===== src/rtl/adder_operand_sequencer.sv =====
// Sequencer around a combinational full adder: collects A then B+cin over one
// valid/ready stream, lets the adder settle, and hands the result downstream.
module adder_operand_sequencer #(
    parameter int WIDTH = 3,
    parameter int CNT_W = 8
) (
    input  logic             clk,
    input  logic             rst_n,
    input  logic [WIDTH-1:0] in_data,
    input  logic             in_cin,
    input  logic             in_valid,
    output logic             in_ready,
    output logic [WIDTH-1:0] add_a,
    output logic [WIDTH-1:0] add_b,
    output logic             add_cin,
    input  logic [WIDTH-1:0] add_sum,
    input  logic             add_cout,
    output logic [WIDTH-1:0] out_sum,
    output logic             out_cout,
    output logic             out_valid,
    input  logic             out_ready,
    output logic             busy,
    output logic [CNT_W-1:0] op_count
);

    typedef enum logic [1:0] {
        LOAD_A = 2'd0,
        LOAD_B = 2'd1,
        SETTLE = 2'd2,
        RESULT = 2'd3
    } state_t;

    state_t state;
    state_t state_next;
    logic   take_a;
    logic   take_b;
    logic   capture;
    logic   hand_off;

    always_ff @(posedge clk or negedge rst_n) begin
        if (!rst_n) begin
            state <= LOAD_A;
        end else begin
            state <= state_next;
        end
    end

    // in_ready is gated by rst_n so upstream never sees a handshake during reset.
    always_comb begin
        state_next = state;
        in_ready   = 1'b0;
        out_valid  = 1'b0;
        take_a     = 1'b0;
        take_b     = 1'b0;
        capture    = 1'b0;
        hand_off   = 1'b0;
        case (state)
            LOAD_A: begin
                in_ready = rst_n;
                if (in_valid && rst_n) begin
                    take_a     = 1'b1;
                    state_next = LOAD_B;
                end
            end
            LOAD_B: begin
                in_ready = rst_n;
                if (in_valid && rst_n) begin
                    take_b     = 1'b1;
                    state_next = SETTLE;
                end
            end
            SETTLE: begin
                capture    = 1'b1;
                state_next = RESULT;
            end
            RESULT: begin
                out_valid = 1'b1;
                if (out_ready) begin
                    hand_off   = 1'b1;
                    state_next = LOAD_A;
                end
            end
            default: begin
                state_next = LOAD_A;
            end
        endcase
    end

    assign busy = (state != LOAD_A);

    always_ff @(posedge clk or negedge rst_n) begin
        if (!rst_n) begin
            add_a   <= '0;
            add_b   <= '0;
            add_cin <= 1'b0;
        end else begin
            if (take_a) begin
                add_a <= in_data;
            end
            if (take_b) begin
                add_b   <= in_data;
                add_cin <= in_cin;
            end
        end
    end

    // The adder has had a full cycle on stable operands by the end of SETTLE.
    always_ff @(posedge clk or negedge rst_n) begin
        if (!rst_n) begin
            out_sum  <= '0;
            out_cout <= 1'b0;
        end else if (capture) begin
            out_sum  <= add_sum;
            out_cout <= add_cout;
        end
    end

    always_ff @(posedge clk or negedge rst_n) begin
        if (!rst_n) begin
            op_count <= '0;
        end else if (hand_off) begin
            op_count <= op_count + CNT_W'(1);
        end
    end

endmodule


===== config.mk =====
export PLATFORM = sky130hd
export DESIGN_NAME = adder_operand_sequencer
export DESIGN_NICKNAME = d
export VERILOG_FILES = /design/src/rtl/adder_operand_sequencer.sv
export SDC_FILE = /design/constraint.sdc
export NUM_CORES = 1
export LEC_CHECK = 0
export ABC_AREA = 1
export ABC_CLOCK_PERIOD_IN_PS = 3250
export BUFFER_PORTS_ARGS = -buffer_cell sky130_fd_sc_hd__buf_2
export CAP_MARGIN = 20
export CORE_UTILIZATION = 30
export DETAILED_ROUTE_END_ITERATION = 6
export HOLD_SLACK_MARGIN = 0.08
export PLACE_DENSITY_LB_ADDON = 0.3
export SLEW_MARGIN = 30
export SYNTH_ARGS = -nofsm -noshare
export SYNTH_HDL_FRONTEND = slang
export SYNTH_SLANG_ARGS = --single-unit

===== constraint.sdc =====
create_clock -name clk -period 3.25 [get_ports clk]
set_input_delay 0.65 -clock clk [delete_from_list [all_inputs] [get_ports clk]]
set_output_delay 0.65 -clock clk [all_outputs]
set_load 0.005 [all_outputs]

# Word level (Yosys, flattened, before mapping)
# Cells that the tools add are included.
# word_totals
latchBits	0
inputBits	12
reg_bits	21
ram_bits	0
n_memories	0
romBits	0
# classes
n_shift	0
div	0
n_lt_le_gt_ge	0
bitwise	0
addsub	1
n_eq_ne	6
mux	12
mul	0
n_reduce_logical	5
# ops
operator	n
8-bit by 1-bit adder with 8-bit output (second input constant)	1
1-bit two-way mux	8
2-bit one-hot mux with 4 select lines	1
2-bit two-way mux	3
2-bit != test (second input constant)	3
2-bit equality test (second input constant)	2
3-bit AND reduction	1
2-bit by 1-bit equality test with 1-bit output (second input constant)	1
2-bit logical NOT	1
2-bit nonzero test	1
2-bit OR reduction	1
1-bit logical AND	1

# Logic depth before layout (Yosys ltp)
# logic_depth
ltp_word	3
mapped_depth	7

# Least setup slack after synthesis
# No wires, ideal clock.
# synth_timing
path_type	register to output
startpoint	register state[0]
endpoint	output port in_ready
arrival_time_ps	858
path_slack_ps	1742
path_stages_with_launch	4
path_buffers	0
path_cell_list	dfrtp_1 inv_1 ha_1 o21a_1
# synth_via
elab_chain_cells	3
elab_cells_between_ends	4
cone_classes	eq/ne: 1; mux: 1; reduce/logical: 2
# synth_rtl
item	line_no	rtl
start: declaration	33	state_t state;
start signal: assignment	44	state <= state_next;
2-bit by 1-bit equality test with 1-bit output / 2-bit logical NOT (equally long branches)	57	case (state)
2-bit OR reduction (no line) *	-	
1-bit two-way mux *	57	
end: declaration	12	output logic in_ready,
# Every way passes the cells marked *; elsewhere a longest branch is shown, timed or not.

# Worst setup path after layout
# Same ends and word-level chain as after synthesis.

==> Flow_metrics.wiki <==
{| class="wikitable"
! Metric !! Value
|-
| Run status || completed
|-
| Number of diodes added for antenna fixing || 0
|-
| Detailed router's first-iteration violation count || 34
|-
| Remaining design rule violation count || 0
|-
| Post-layout minimum cycle time || 2.021 ns
|-
| Endpoint required time on the critical path || 2.60 ns
|-
| PwrDens || 769.1 mW/mm^2
|-
| Number of pins with negative max-slew slack in the final report || 0
|-
| Category of the worst setup path launch point || flip-flop
|-
| Commonest register cell after synthesis || sky130_fd_sc_hd__dfrtp_1
|-
| Total congestion overflow || 0
|-
| Area of the core || 0.003103 sq mm
|-
| Cell type with the largest total area after synthesis || sky130_fd_sc_hd__dfrtp_1
|-
| Synthesis warning total || 0
|-
| Effective utilization at floorplan || 0.3194
|-
| Yosys cell types || 15
|-
| Average footprint of a synthesized cell || 8.848 sq um
|-
| Setup repair after global routing missed its margin || false
|-
| Number of cells after detailed placement || 189
|-
| Post-DP HPWL || 1.470 mm
|-
| Maximum vdd ir drop || 0.2318 mV
|-
| Final non-filler cell total || 193
|-
| Die Y-Extent || 59.48 um
|-
| Sum Neg Setup Slack || 0 ns
|-
| Hold crit path type || input pin to asynchronous set/reset pin
|-
| Post-layout util || 0.3988
|-
| # rows || 20
|-
| Cell with the most instances after synthesis || sky130_fd_sc_hd__nand2_1
|-
| Router iterations before antenna repair || 4
|-
| Clock buffer count from CTS || 3
|-
| Number of buffers inserted to repair setup after CTS || 0
|-
| Routed vias || 809
|-
| Routed wire length || 1.855 mm
|-
| Category of the worst setup path capture point || output pin
|-
| Total of max-cap violations || 0
|-
| Antenna violations before repair || 0
|-
| Switching power summed over all nets || 0.3586 mW
|-
| Peak clock frequency supported by timing || 494.8 MHz
|-
| Die Area || 0.003537 sq mm
|-
| Total of fill cells in the finished design || 337
|-
| Worst hold slack across all endpoints || 0.2975 ns
|-
| Via density per instance || 4.192
|-
| Worst-path fanout max || 4
|-
| Number of clock sinks || 21
|-
| Number of flops mapped to enable cells by yosys || 0
|-
| Total placed instance area || 0.001211 sq mm
|-
| Tightest slew margin relative to the limit || 0.6790
|-
| Summed area of non-filler cells in the final layout || 0.001237 sq mm
|-
| Post-synth design cell area || 991.0 sq um
|-
| Share of async-settable or async-resettable flops after synthesis || 1.000
|-
| Post-Synthesis Net Count || 130
|-
| Combinational power share || 0.412
|-
| Total GRT Usage || 0.1185
|-
| Worst slew pin tran || 0.4815 ns
|-
| Nets || 168
|-
| Post-Syn Instances || 112
|-
| Sequential-to-total area share from yosys stat || 0.5303
|-
| Switching power share of the total || 0.3768
|-
| Antenna-violating nets left || 0
|-
| First-pass GRT wire length || 3.132 mm
|-
| Post-synth top area share || 0.5303
|-
| Post-route clock period utilization || 0.6219
|-
| Final count of hold timing violations || 0
|-
| Most instantiated cells after synthesis || 42 x sky130_fd_sc_hd__nand2_1, 21 x sky130_fd_sc_hd__dfrtp_1, 17 x sky130_fd_sc_hd__inv_1
|-
| TritonCTS clock tree || built
|-
| Number of global-route vias before repair || 768
|-
| Part of the power in the clock network || 0.124
|-
| Crit Path Class || flip-flop to output pin
|-
| Clock tree root buffer cell || sky130_fd_sc_hd__clkbuf_4
|-
| Sequential Power Share || 0.465
|-
| Clock slew seen by the registers of the worst setup and hold paths || 0.11 ns
|-
| Floorplan die width || 59.48 um
|-
| Number of buffers added on ports || 33
|-
| Source-to-sink clock delay at the later pin of the worst-skew pair || 0.29 ns
|-
| Top post-synthesis cells by area || sky130_fd_sc_hd__dfrtp_1 53%, sky130_fd_sc_hd__nand2_1 16%, sky130_fd_sc_hd__ha_1 7.6%, sky130_fd_sc_hd__inv_1 6.4%, sky130_fd_sc_hd__o21ai_0 4.0%
|-
| Post-synthesis register bit count || 21
|-
| Max H-tree Level || 1
|-
| Arrival time worst endpoint || 1.37 ns
|-
| Count of boundary I/O pins || 34
|-
| Number of gates given a new drive strength after cts || 0
|-
| Total setup violations reported at the end of the flow || 0
|-
| Pin count of the biggest net entering global routing || 24
|-
| Wirelength per Cell || 9.611 um
|-
| Clock Tree Buf Depth || 2
|-
| Area grow syn2layout || 24.87%
|-
| Total leakage power || 0.7059 nW
|-
| Share of layout cells above drive strength 1 || 0.2685
|-
| Layout Skew || 0.006948 ns
|-
| CTS Hold Buffers Added || 0
|-
| Internal power || 0.5931 mW
|-
| Final weighted congestion in routability-driven placement || 0.7525
|}
-- power groups by stage --
stage	clock, mW	sequential (mW)	combinational [mW]
floorplan	0	0.449	0.218
global placement	0	0.444	0.380
detailed placement	0	0.448	0.395
CTS	0.124	0.444	0.397
global route	0.132	0.459	0.457
finish	0.118	0.442	0.392
-- registers in the layout (all words and copies together), names as in the netlist --
| register | cells |
|---|---|
| add_cin | 1 |
| state | 2 |
| out_cout | 1 |
| out_sum | 3 |
| op_count | 8 |
| add_a | 3 |
| add_b | 3 |
-- stage by stage --
step                      worst slack (ns)  power [mW]
after floorplan                      1.742      0.6677
after global placement               1.227      0.8234
after detailed placement             1.231      0.8423
after CTS                            1.202      0.9659
after global routing                 1.129       1.048
final                                1.229      0.9518
-- area by class of cell --
cell class / instances / area [sq um] / share of cell area
repair buffers: 33 / 165.2 / 0.1335
clock buffers: 4 / 26.28 / 0.02123
multi-input cells: 74 / 401.6 / 0.3246
flip-flops and latches: 21 / 525.5 / 0.4247
inverters: 17 / 63.81 / 0.05157
well taps: 44 / 55.05 / 0.04449
-- placed cells by master, fill, tap and decap left out, types with 2 or more instances in the layout --
cell type	n
sky130_fd_sc_hd__clkbuf_4	3
sky130_fd_sc_hd__nor2_4	2
sky130_fd_sc_hd__nor2_1	2
sky130_fd_sc_hd__xor2_1	2
sky130_fd_sc_hd__buf_2	33
sky130_fd_sc_hd__inv_1	17
sky130_fd_sc_hd__nand2_1	42
sky130_fd_sc_hd__nand3_1	5
sky130_fd_sc_hd__ha_1	6
sky130_fd_sc_hd__xnor2_1	2
sky130_fd_sc_hd__dfrtp_1	21
sky130_fd_sc_hd__o21ai_0	8
-- critical path, cell delays in order (launching register included) --
cell and delay, ns:
sky130_fd_sc_hd__dfrtp_1 0.42, sky130_fd_sc_hd__inv_1 0.10, sky130_fd_sc_hd__ha_1 0.25, sky130_fd_sc_hd__o21a_1 0.19, sky130_fd_sc_hd__buf_2 0.12
-- per-layer routing --
metal	GRT usage	part of all wire	up-vias
li1	-	-	417
met1	0.1370	0.47	368
met2	0.2071	0.48	22
met3	0.01310	0.043	2
met4	0.07483	0.011	0
met5	0	0	-
-- final timing paths --
| check | startpoint | endpoint | slack [ns] | cells after the start |
|---|---|---|---|---|
| worst max-delay path | state[0] | in_ready | 1.23 | 4 |
| worst min-delay path | rst_n | add_cin | 0.30 | 1 |
| worst max register to register | state[0] | state[0] | 1.79 | 6 |
| worst min register to register | out_cout | out_cout | 0.48 | 2 |
| max in group asynchronous | rst_n | op_count[0] | 2.62 | 1 |
| min in group clk | out_cout | out_cout | 0.48 | 2 |
-- cell families after synthesis --
| logic type | count (synthesis) | share of synthesized area |
|---|---|---|
| flops | 21 | 0.5303 |
| mux | 1 | 0.01136 |
| simple gates | 54 | 0.2349 |
| fa+ha+maj | 6 | 0.07576 |
| compound gates | 9 | 0.04798 |
| xor+xnor | 4 | 0.03536 |
| buf+inv | 17 | 0.06439 |
Power figures use the tool's default switching activity.
